===== src/rtl/bcd_pkg.sv =====
// Shared definitions for the binary-to-BCD converter: digit width, FSM states,
// the saturation digit and a decimal power helper used for range checks.
package bcd_pkg;

    localparam int BCD_DIGIT_W = 4;
    localparam logic [BCD_DIGIT_W-1:0] BCD_NINE = 4'd9;

    typedef enum logic [1:0] {
        IDLE,
        SHIFT,
        DONE
    } bcd_state_t;

    function automatic longint unsigned dec_pow(input int n);
        longint unsigned r;
        r = 64'd1;
        for (int i = 0; i < n; i++) begin
            r = r * 64'd10;
        end
        return r;
    endfunction

endpackage


===== src/rtl/bcd_add3.sv =====
// Double-dabble digit correction: a BCD digit of 5 or more gets +3 so the
// following left shift carries correctly into the next decimal digit.
module bcd_add3
    import bcd_pkg::*;
(
    input  logic [BCD_DIGIT_W-1:0] digit_in,
    output logic [BCD_DIGIT_W-1:0] digit_out
);

    assign digit_out = (digit_in >= 4'd5) ? (digit_in + 4'd3) : digit_in;

endmodule


===== src/rtl/bin_para_bcd.sv =====
// Sequential binary-to-BCD converter (shift-and-add-3), one iteration per
// cycle; values above 10^DIGITS-1 saturate to all nines and flag overflow.
module bin_para_bcd
    import bcd_pkg::*;
#(
    parameter int WIDTH  = 14,
    parameter int DIGITS = 4
) (
    input  logic                          clk,
    input  logic                          reset,
    input  logic                          start,
    input  logic [WIDTH-1:0]              bin_in,
    output logic                          busy,
    output logic                          done,
    output logic [BCD_DIGIT_W*DIGITS-1:0] bcd_out,
    output logic                          overflow
);

    localparam int SCR_W = BCD_DIGIT_W * DIGITS;
    localparam int CNT_W = $clog2(WIDTH + 1);
    localparam longint unsigned MAX_DEC = dec_pow(DIGITS) - 64'd1;
    localparam longint unsigned MAX_BIN = (64'd1 << WIDTH) - 64'd1;

    if (MAX_BIN < MAX_DEC) begin : g_width_check
        $error("bin_para_bcd: WIDTH too small to hold 10^DIGITS-1");
    end

    bcd_state_t       state_q, state_d;
    logic [WIDTH-1:0] shift_q;
    logic [SCR_W-1:0] scratch_q;
    logic [SCR_W-1:0] scratch_adj;
    logic [SCR_W-1:0] scratch_nxt;
    logic [WIDTH-1:0] shift_nxt;
    logic [CNT_W-1:0] cnt_q;
    logic             ovf_q;
    logic             in_ovf;
    logic             last_iter;

    for (genvar g = 0; g < DIGITS; g++) begin : g_add3
        bcd_add3 u_add3 (
            .digit_in  (scratch_q[g*BCD_DIGIT_W +: BCD_DIGIT_W]),
            .digit_out (scratch_adj[g*BCD_DIGIT_W +: BCD_DIGIT_W])
        );
    end

    // Correct all digits first, then shift {scratch, binary} left as one word.
    assign scratch_nxt = {scratch_adj[SCR_W-2:0], shift_q[WIDTH-1]};
    assign shift_nxt   = {shift_q[WIDTH-2:0], 1'b0};
    assign in_ovf      = 64'(bin_in) > MAX_DEC;
    assign last_iter   = (cnt_q == CNT_W'(WIDTH - 1));

    always_ff @(posedge clk) begin
        if (reset) begin
            state_q <= IDLE;
        end else begin
            state_q <= state_d;
        end
    end

    always_comb begin
        state_d = state_q;
        case (state_q)
            IDLE, DONE: state_d = start ? SHIFT : IDLE;
            SHIFT:      state_d = last_iter ? DONE : SHIFT;
            default:    state_d = IDLE;
        endcase
    end

    always_comb begin
        busy = (state_q == SHIFT);
        done = (state_q == DONE);
    end

    // Overflow is decided at accept time so the result load needs no compare.
    always_ff @(posedge clk) begin
        if (reset) begin
            shift_q   <= '0;
            scratch_q <= '0;
            cnt_q     <= '0;
            ovf_q     <= 1'b0;
            bcd_out   <= '0;
            overflow  <= 1'b0;
        end else begin
            case (state_q)
                IDLE, DONE: begin
                    if (start) begin
                        shift_q   <= bin_in;
                        scratch_q <= '0;
                        cnt_q     <= '0;
                        ovf_q     <= in_ovf;
                    end
                end
                SHIFT: begin
                    shift_q   <= shift_nxt;
                    scratch_q <= scratch_nxt;
                    cnt_q     <= cnt_q + CNT_W'(1);
                    if (last_iter) begin
                        bcd_out  <= ovf_q ? {DIGITS{BCD_NINE}} : scratch_nxt;
                        overflow <= ovf_q;
                    end
                end
                default: begin
                end
            endcase
        end
    end

endmodule


===== config.mk =====
export PLATFORM = sky130hd
export DESIGN_NAME = bin_para_bcd
export DESIGN_NICKNAME = d
export VERILOG_FILES = /design/src/rtl/bcd_pkg.sv /design/src/rtl/bcd_add3.sv /design/src/rtl/bin_para_bcd.sv
export SDC_FILE = /design/constraint.sdc
export NUM_CORES = 1
export LEC_CHECK = 0
export CELL_PAD_IN_SITES_DETAIL_PLACEMENT = 0
export CELL_PAD_IN_SITES_GLOBAL_PLACEMENT = 1
export CORE_MARGIN = 2
export CORE_UTILIZATION = 42
export DETAILED_ROUTE_END_ITERATION = 12
export PLACE_DENSITY_LB_ADDON = 0.05
export SYNTH_ARGS = -nofsm -noshare
export SYNTH_HDL_FRONTEND = slang
export SYNTH_SLANG_ARGS = --single-unit

===== constraint.sdc =====
create_clock -name clk -period 3.51 [get_ports clk]
set_input_delay 0.5265 -clock clk [delete_from_list [all_inputs] [get_ports clk]]
set_output_delay 0.5265 -clock clk [all_outputs]
set_load 0.01 [all_outputs]

==> impl_metrics.yaml, run 1 <==
clocking:
  clockBufferDepth: 2
  cts.sinks: 54
  cts_resized: 0
  cts_tree: "yes"
  post_cts_buffers: 0
  cts_buffers: 5
  hold_buffers: 0
  clk_pin_slew_ns: 0.09
  clk_latency_ns: 0.30
  root_buffer: "clkbuf_8"
  ctsHtreeMaxLevel: 2
sta:
  worst_slew_pin_slew_ns: 0.711
  setup_tns_ns: 0
  finalSetupViolations: 0
  min_period_ns: 1.92
  fin_skew_ns: 0.00826
  period_share_pct: 54.7
  slew_violations: 0
  finalHoldViolCount: 0
  max_freq_mhz: 521
  maxSlewHeadroom_pct: 52.4
  rsz0062_at_grt: "no"
  setup_ws_ns: 1.59
routing:
  drc_errors: 0
  dr.pass1.iters: 7
  routed_wl_um: 5070
  wire_per_inst_um: 13.4
  vias: 1971
  drtIter0Drc: 117
  detail-route-antenna-nets: 0
  vias_per_cell: 5.20
yosys:
  yosysWarnings: 0
  avgSynthCellArea_um2: 8.45
  yosys.area.top_type: "dfxtp_1"
  seq_area_frac_synth_pct: 46.7
  synth_seq_cells: 54
  syn_nets: 301
  synthDistinctLibCells: 32
  synth_flop_cell: "dfxtp_1"
  synth_edf_count: 0
  async_flop_share_pct: 0
  synth_area_leaders: "dfxtp_1, a22oi_1, a21oi_1"
  syn_inst: 274
  synth.top_cell.area_share_pct: 46.7
  synth_area_um2: 2310
power:
  vdd_drop_max_mv: 0.162
  p_per_area_nw_per_um2: 401
  power_leakage_nw: 0.989
global_route:
  antenna_found_initial: 0
  grt_pass1_wl_um: 9160
  grt_max_degree: 27
  grt_util_all_layers_pct: 18.6
  grt_overflow_total: 0
  grt_pass1_vias: 1955
place:
  placed_cell_area_um2: 2730
  io_buffers: 35
  place.gp.congestion: 0.696
  dp_hpwl_um: 3540
  pre_cts_ws_ns: 1.33
job:
  drv_cap: 0
floorplan:
  die_x_um: 78.2
  die_h_um: 78.2
  start_util_pct: 42.8
  ios: 36
  fp-row-count: 27
  dieArea_um2: 6120
  placeableCoreArea_um2: 5410
worst_setup_path:
  path_cells: "nand2b_4 -> clkinv_1 -> clkdlybuf4s50_1"
  cpMaxStageDelayCell: "clkdlybuf4s50_1"
  critPathArrivalTime_ns: 1.39
  cpPeakStageDelay_ns: 0.52
  critPathKind: "flop to output pin"
  endpoint_kind: "output pin"
  crit_path_start_kind: "flop"
  required_ns: 2.98
  crit_fanout: 6
finish:
  layout.nets: 333
  drive_gt1_share_pct: 5.21
  fillers: 551
  area_growth_pct: 22.5
  design_area_um2: 2840
  antenna_cells: 0
min_path:
  hold_class: "flop to flop"
outcome:
  status: "completed"
-- power breakdown --
group | internal (W) | total [W] | switching [W]
registers | 0.000627 | 0.000638 | 0.0000110
logic | 0.0000408 | 0.0000942 | 0.0000534
clock network | 0.000214 | 0.000405 | 0.000191
total | 0.000881 | 0.00114 | 0.000256
-- worst max-delay path: cells and delay by family (launching register included) --
kind / cells / cell delay, ns
buffers and inverters: 2 / 0.58
DFF: 1 / 0.41
and+or+nand+nor: 1 / 0.09
-- cell usage after synthesis, types with 2 or more instances --
library cell and count:
a211oi_1 3, a21oi_1 27, a22oi_1 19, a32o_1 2, buf_1 2, buf_2 5
clkbuf_1 8, dfxtp_1 54, ha_1 10, inv_1 10, mux2_2 3, nand2_1 31
nand2b_1 9, nand3_1 9, nor2_1 26, nor3_1 12, nor3b_1 4, o21ai_0 17
o21ai_1 7, xnor2_1 4
-- flip-flops by register name, summed over array words and instances, names as in the netlist --
signal,flops
bcd_out,16
cnt_q,4
overflow,1
ovf_q,1
scratch_q,16
shift_q,14
state_q,2
-- cell usage in the layout, fill, tap and decap left out, types with 2 or more instances in the layout --
cell type and n:
a21oi_1 27, ha_1 10, a211oi_1 3, buf_4 5
clkbuf_1 2, o21ai_1 7, clkbuf_8 5, nand3_1 9
nor2_1 26, nor3_1 12, nor3b_1 4, mux2_2 3
nand2b_1 9, a22oi_1 19, a32o_1 2, inv_1 10
nand2_1 31, o21ai_0 17, dfxtp_1 54, clkdlybuf4s50_1 35
xnor2_1 4
-- per-stage QoR --
step           utilization [%]  hold WS (ns)  power, W  instances
2_1_floorplan                -         0.425  0.000705        274
3_3_place_gp              50.5         0.444  0.000747        371
3_5_place_dp              50.5         0.447  0.000747        371
4_1_cts                   52.5         0.461   0.00115        379
5_1_grt                   52.5         0.489   0.00118        379
6_report                  52.5         0.460   0.00114        379
-- cells by family after synthesis --
group	share of synthesized area, %
adder cells (fa/ha/maj)	5.41
buffers and inverters	4.49
AND/OR/NAND/NOR	20.3
AO/OA/AOI/OAI	19.7
XOR/XNOR	1.51
flip-flops	46.7
multiplexers	1.89
-- worst paths after layout --
kind / start / endpoint / slack [ns] / depth (start not counted)
worst max-delay path: state_q[0] / busy / 1.59 / 3
worst min-delay path: shift_q[2] / shift_q[2] / 0.46 / 2
worst max register to register: cnt_q[0] / bcd_out[14] / 1.64 / 5
worst min register to register: shift_q[2] / shift_q[2] / 0.46 / 2
-- cell type report --
class	count	area, µm²	area share, %
sequential	54	1080	38.1
multi-input combinational	194	1130	39.8
timing repair buffer	40	388	13.7
clock buffer	7	76.3	2.69
inverter	11	41.3	1.46
tap	72	90.1	3.18
clock inverter	1	30.0	1.06
-- routing by layer --
| layer | GRT usage [%] | wire [µm] | up-vias |
|---|---|---|---|
| li1 | - | - | 1018 |
| met1 | 25.0 | 2530 | 914 |
| met2 | 30.2 | 2280 | 32 |
| met3 | 3.33 | 196 | 7 |
| met4 | 6.32 | 66 | 0 |
| met5 | 0 | 0 | - |
Note: power is estimated with default switching activity, not from simulation.
==> inputs of run 2 (changes only) <==
--- a/config.mk
+++ b/config.mk
@@ -8,7 +8,7 @@
 export CELL_PAD_IN_SITES_DETAIL_PLACEMENT = 0
 export CELL_PAD_IN_SITES_GLOBAL_PLACEMENT = 1
 export CORE_MARGIN = 2
-export CORE_UTILIZATION = 42
+export CORE_UTILIZATION = 39
 export DETAILED_ROUTE_END_ITERATION = 12
 export PLACE_DENSITY_LB_ADDON = 0.05
 export SYNTH_ARGS = -nofsm -noshare
==> constraint.sdc (replaced) <==
create_clock -name clk -period 1.9 [get_ports clk]
set_input_delay 0.285 -clock clk [delete_from_list [all_inputs] [get_ports clk]]
set_output_delay 0.285 -clock clk [all_outputs]
set_load 0.01 [all_outputs]
==> run 2 against run 1 <==
Net effect: clock power increased by 49%; cell count up 2.1%; clock skew grew 0.0024 ns; sequential share of layout area fell by 0.52 points; sequential cell count unchanged; first-iteration DRC count is 1.7% higher; combinational power rose by 110%; wire length up 5.3%; sequential power grew 85%; power is 74% higher; core utilization fell by 3.0 points; die area up 7.3%; critical endpoint is now done.
==> impl_metrics.yaml, run 2 (synthesis gave the netlist of run 1 again) <==
sta:
  holdWs_ns: 0.460
  period_share_pct: 86.3
  min_period_ns: 1.64
  worst_slew_pin_slew_ns: 0.685
  max_freq_mhz: 610
  slew_violations: 0
  finalSetupViolations: 0
  rsz0062_at_grt: "no"
  finalHoldViolCount: 0
  fin_skew_ns: 0.0107
  maxSlewHeadroom_pct: 54.1
power:
  vdd_drop_max_mv: 0.320
  power_leakage_nw: 1.03
  p_per_area_nw_per_um2: 686
worst_setup_path:
  cpMaxStageDelayCell: "clkdlybuf4s50_1"
  crit_path_start_kind: "flop"
  critPathKind: "flop to output pin"
  endpoint_kind: "output pin"
  cpPeakStageDelay_ns: 0.52
  critPathArrivalTime_ns: 1.36
  worst-path-buf-inv: 1
  crit_fanout: 4
  required_ns: 1.62
  path_delay_family: "buffers and inverters"
  path_cells: "and2b_1 -> clkdlybuf4s50_1"
global_route:
  grt_overflow_total: 0
  grt_pass1_vias: 1859
  antenna_found_initial: 0
  grt_util_all_layers_pct: 18.1
  grt_max_degree: 24
  grt_pass1_wl_um: 9160
floorplan:
  start_util_pct: 39.8
  ios: 36
  placeableCoreArea_um2: 5820
  fp-row-count: 28
  die_h_um: 81.0
  dieArea_um2: 6570
  die_x_um: 81.0
routing:
  drc_errors: 0
  vias: 1983
  detail-route-antenna-nets: 0
  drtIter0Drc: 119
  wire_per_inst_um: 13.8
  routed_wl_um: 5330
  dr.pass1.iters: 4
  vias_per_cell: 5.12
clocking:
  hold_buffers: 0
  post_cts_buffers: 0
  clk_latency_ns: 0.30
  root_buffer: "clkbuf_8"
  cts_buffers: 5
  clockBufferDepth: 2
  clk_pin_slew_ns: 0.09
  cts.sinks: 54
  ctsHtreeMaxLevel: 2
  cts_tree: "yes"
finish:
  reg.largest.list: "bcd_out: 16 flops, scratch_q: 16 flops, shift_q: 14 flops"
  area_growth_pct: 24.4
  mostFrequentLayoutCells: "dfxtp_1, clkdlybuf4s50_1, nand2_1"
  drive_gt1_share_pct: 8.01
  final_util_pct: 49.5
  layout.nets: 339
  layout_commonest_cell: "dfxtp_1"
  antenna_cells: 0
place:
  dp_hpwl_um: 3820
  io_buffers: 35
  place.gp.congestion: 0.692
min_path:
  hold_class: "flop to flop"
outcome:
  status: "completed"
job:
  drv_cap: 0
## run 2: worst paths after layout
| path | startpoint | cells past startpoint | slack [ns] | endpoint |
|---|---|---|---|---|
| worst min register to register | shift_q[10] | 2 | 0.46 | shift_q[10] |
| worst max register to register | scratch_q[5] | 6 | 0.30 | scratch_q[6] |
| worst min-delay path | shift_q[10] | 2 | 0.46 | shift_q[10] |
| worst max-delay path | state_q[0] | 2 | 0.26 | done |
## run 2: report_power, final
group | total, W | internal [W] | switching [W]
registers | 0.00118 | 0.00116 | 0.0000202
logic | 0.000194 | 0.0000859 | 0.000108
clock network | 0.000603 | 0.000248 | 0.000355
## run 2: timing repair
action | CTS | global route
gates resized for setup | 1 | 2
gates cloned | 0 | 0
pin swaps | 0 | 0
endpoints found under the setup margin | 1 | 12
## run 2: area by class of cell
cell class,instances,area (µm²)
fill,608,2940
timing repair buffer,46,448
clock inverter,2,10.0
inverter,11,41.3
sequential,54,1080
multi-input combinational,194,1130
clock buffer,5,68.8
tap,75,93.8
## run 2: worst min-delay path, stage by stage (launching register included)
cell	delay, ns
dfxtp_1	0.32
nand2_1	0.05
a21oi_1	0.05
## run 2: stage by stage
stage | total power (W) | setup slack (ns) | instances | instance area, µm² | setup TNS (ns)
floorplan | 0.00130 | 0.385 | 274 | 2310 | 0
global placement | 0.00140 | -0.159 | 380 | 2790 | -1.67
detailed placement | 0.00140 | -0.177 | 380 | 2790 | -1.90
CTS | 0.00200 | 0.00579 | 387 | 2870 | 0
global route | 0.00207 | 0.121 | 387 | 2880 | 0
finish | 0.00198 | 0.260 | 387 | 2880 | 0
## run 2: routing by layer
layer,vias up,part of all wire [%],GRT usage (%)
li1,1023,-,-
met1,917,50,25.4
met2,41,44,27.6
met3,2,5.6,4.44
met4,0,0.62,5.08
met5,-,0,0
==> inputs of run 3 (changes only) <==
==> constraint.sdc (replaced) <==
create_clock -name clk -period 1.9 [get_ports clk]
set_input_delay 0.475 -clock clk [delete_from_list [all_inputs] [get_ports clk]]
set_output_delay 0.475 -clock clk [all_outputs]
set_load 0.01 [all_outputs]
==> run 3 against run 2 <==
Net effect: core utilization is 1.2 points higher; non-clock buffer count is 1 higher; hold slack worse by 0.0011 ns; first-iteration DRC count is 18% lower; maximum frequency is 11% lower; critical endpoint unchanged; sequential share of layout area is 0.86 points lower; final area is 2.3% higher.
==> impl_metrics.yaml, run 3 (synthesis gave the netlist of run 1 again) <==
worst_setup_path:
  crit_path_start_kind: "flop"
  required_ns: 1.42
  crit_fanout: 4
  worstRegToRegCells: 7
  r2r_start: "state_q[1]"
  critPathKind: "flop to output pin"
  critPathLaunch: "state_q[0]"
  critPathArrivalTime_ns: 1.36
  regToRegEndpoint: "scratch_q[15]"
  critical_path_depth: 2
  endpoint_kind: "output pin"
  path_delay_family: "buffers and inverters"
  path_cells: "and2b_1 -> clkdlybuf4s50_1"
  cpPeakStageDelay_ns: 0.52
  worst-path-buf-inv: 1
  crit_end: "done"
  r2r_setup_slack_ns: 0.28
  cpMaxStageDelayCell: "clkdlybuf4s50_1"
finish:
  reg.largest.list: "bcd_out: 16 flops, scratch_q: 16 flops, shift_q: 14 flops"
  final_util_pct: 50.7
  mostFrequentLayoutCells: "dfxtp_1, clkdlybuf4s50_1, nand2_1"
  design_area_um2: 2950
  antenna_cells: 0
  drive_gt1_share_pct: 8.60
  layout.nets: 340
  fillers: 581
  layout_commonest_cell: "dfxtp_1"
  area_growth_pct: 27.3
sta:
  slew_violations: 0
  min_period_ns: 1.84
  finalSetupViolations: 0
  period_share_pct: 96.8
  max_freq_mhz: 544
  worst_slew_pin_slew_ns: 0.720
  finalHoldViolCount: 0
  setup_ws_ns: 0.0607
  fin_skew_ns: 0.00601
  maxSlewHeadroom_pct: 51.7
  setup_tns_ns: 0
power:
  p_per_area_nw_per_um2: 784
  power.internal_w: 0.00181
  combPwrFrac_pct: 8.3
  power_leakage_nw: 1.05
  seq_power_share_pct: 51.0
  net-switching-power_w: 0.000503
  switching_share_pct: 21.8
  vdd_drop_max_mv: 0.354
  pwr-share-clk_pct: 40.6
routing:
  dr.pass1.iters: 4
  wire_per_inst_um: 13.7
  drtIter0Drc: 98
  drc_errors: 0
  vias_per_cell: 5.10
  vias: 1985
  routed_wl_um: 5330
  detail-route-antenna-nets: 0
clocking:
  clockBufferDepth: 2
  clk_latency_ns: 0.30
  clk_pin_slew_ns: 0.09
  cts_buffers: 5
  ctsHtreeMaxLevel: 2
  root_buffer: "clkbuf_8"
  hold_buffers: 0
  post_cts_buffers: 0
  cts.sinks: 54
  cts_tree: "yes"
floorplan:
  ios: 36
  placeableCoreArea_um2: 5820
  die_h_um: 81.0
  start_util_pct: 39.8
  die_x_um: 81.0
  fp-row-count: 28
  dieArea_um2: 6570
global_route:
  grt_util_all_layers_pct: 17.8
  grt_overflow_total: 0
  antenna_found_initial: 0
  grt_pass1_vias: 1818
  grt_max_degree: 28
  grt_pass1_wl_um: 8840
outcome:
  status: "completed"
min_path:
  hold_class: "flop to flop"
job:
  drv_cap: 0
place:
  dp_hpwl_um: 3780
  pre_cts_ws_ns: -0.410
  placed_cell_area_um2: 2800
  place.gp.congestion: 0.747
  io_buffers: 35
run 3: cell types whose count changed in the layout (fill, tap and decap cells not counted):
cell | before | now
buf_4 | 10 | 11
bufinv_16 | 0 | 2
clkbuf_8 | 5 | 6
clkinv_2 | 2 | 0
dlygate4sd2_1 | 0 | 1
dlymetal6s2s_1 | 1 | 0
run 3: worst min path at each step:
stage / cells after the start / slack, ns / end / from
2_1_floorplan: 2 / 0.43 / scratch_q[13] / scratch_q[13]
4_1_cts: 2 / 0.46 / shift_q[9] / shift_q[9]
6_report: 2 / 0.46 / bcd_out[14] / bcd_out[14]
3_3_place_gp: 2 / 0.44 / scratch_q[13] / scratch_q[13]
5_1_grt: 2 / 0.48 / shift_q[4] / shift_q[4]
3_5_place_dp: 2 / 0.44 / scratch_q[13] / scratch_q[13]
run 3: per-stage QoR:
stage               total power (W)  instances  hold slack, ns
floorplan                   0.00130        274           0.425
global placement            0.00140        381           0.442
detailed placement          0.00140        381           0.442
CTS                         0.00234        389           0.463
global route                0.00241        389           0.477
finish                      0.00231        389           0.459
run 3: cell type report:
class | instances | area, µm² | share of cell area, %
multi-input cells | 194 | 1130 | 38.5
flip-flops and latches | 54 | 1080 | 36.7
repair buffers | 47 | 452 | 15.3
well taps | 75 | 93.8 | 3.18
clock buffers | 6 | 82.6 | 2.80
clock inverters | 2 | 60.1 | 2.04
inverters | 11 | 41.3 | 1.40
run 3: power groups by stage:
stage | Clock [W] | Sequential (W) | Combinational [W]
detailed placement | 0 | 0.00120 | 0.000194
global placement | 0 | 0.00120 | 0.000196
global route | 0.00101 | 0.00118 | 0.000216
finish | 0.000939 | 0.00118 | 0.000193
floorplan | 0 | 0.00120 | 0.000106
CTS | 0.000967 | 0.00118 | 0.000196
run 3: what timing repair did:
| action | 4_1_cts | 5_1_grt |
|---|---|---|
| gates resized for setup | 2 | 1 |
| cloned | 0 | 0 |
| endpoints found under the hold margin | 0 | 0 |
| setup endpoints to repair | 12 | 1 |
run 3: worst register-to-register path: stages (launching register included):
cell and delay, ns:
dfxtp_1 0.36, nand2b_4 0.16, clkinv_1 0.14, buf_4 0.26, nor2_1 0.26, buf_4 0.20
a22oi_1 0.09, nor2_1 0.10
run 3: routing by layer:
metal	vias to the layer above	wire length (µm)	global-route usage, %
li1	1028	-	-
met1	911	2680	24.5
met2	42	2290	27.2
met3	4	305	4.78
met4	0	54	5.59
met5	-	0	0
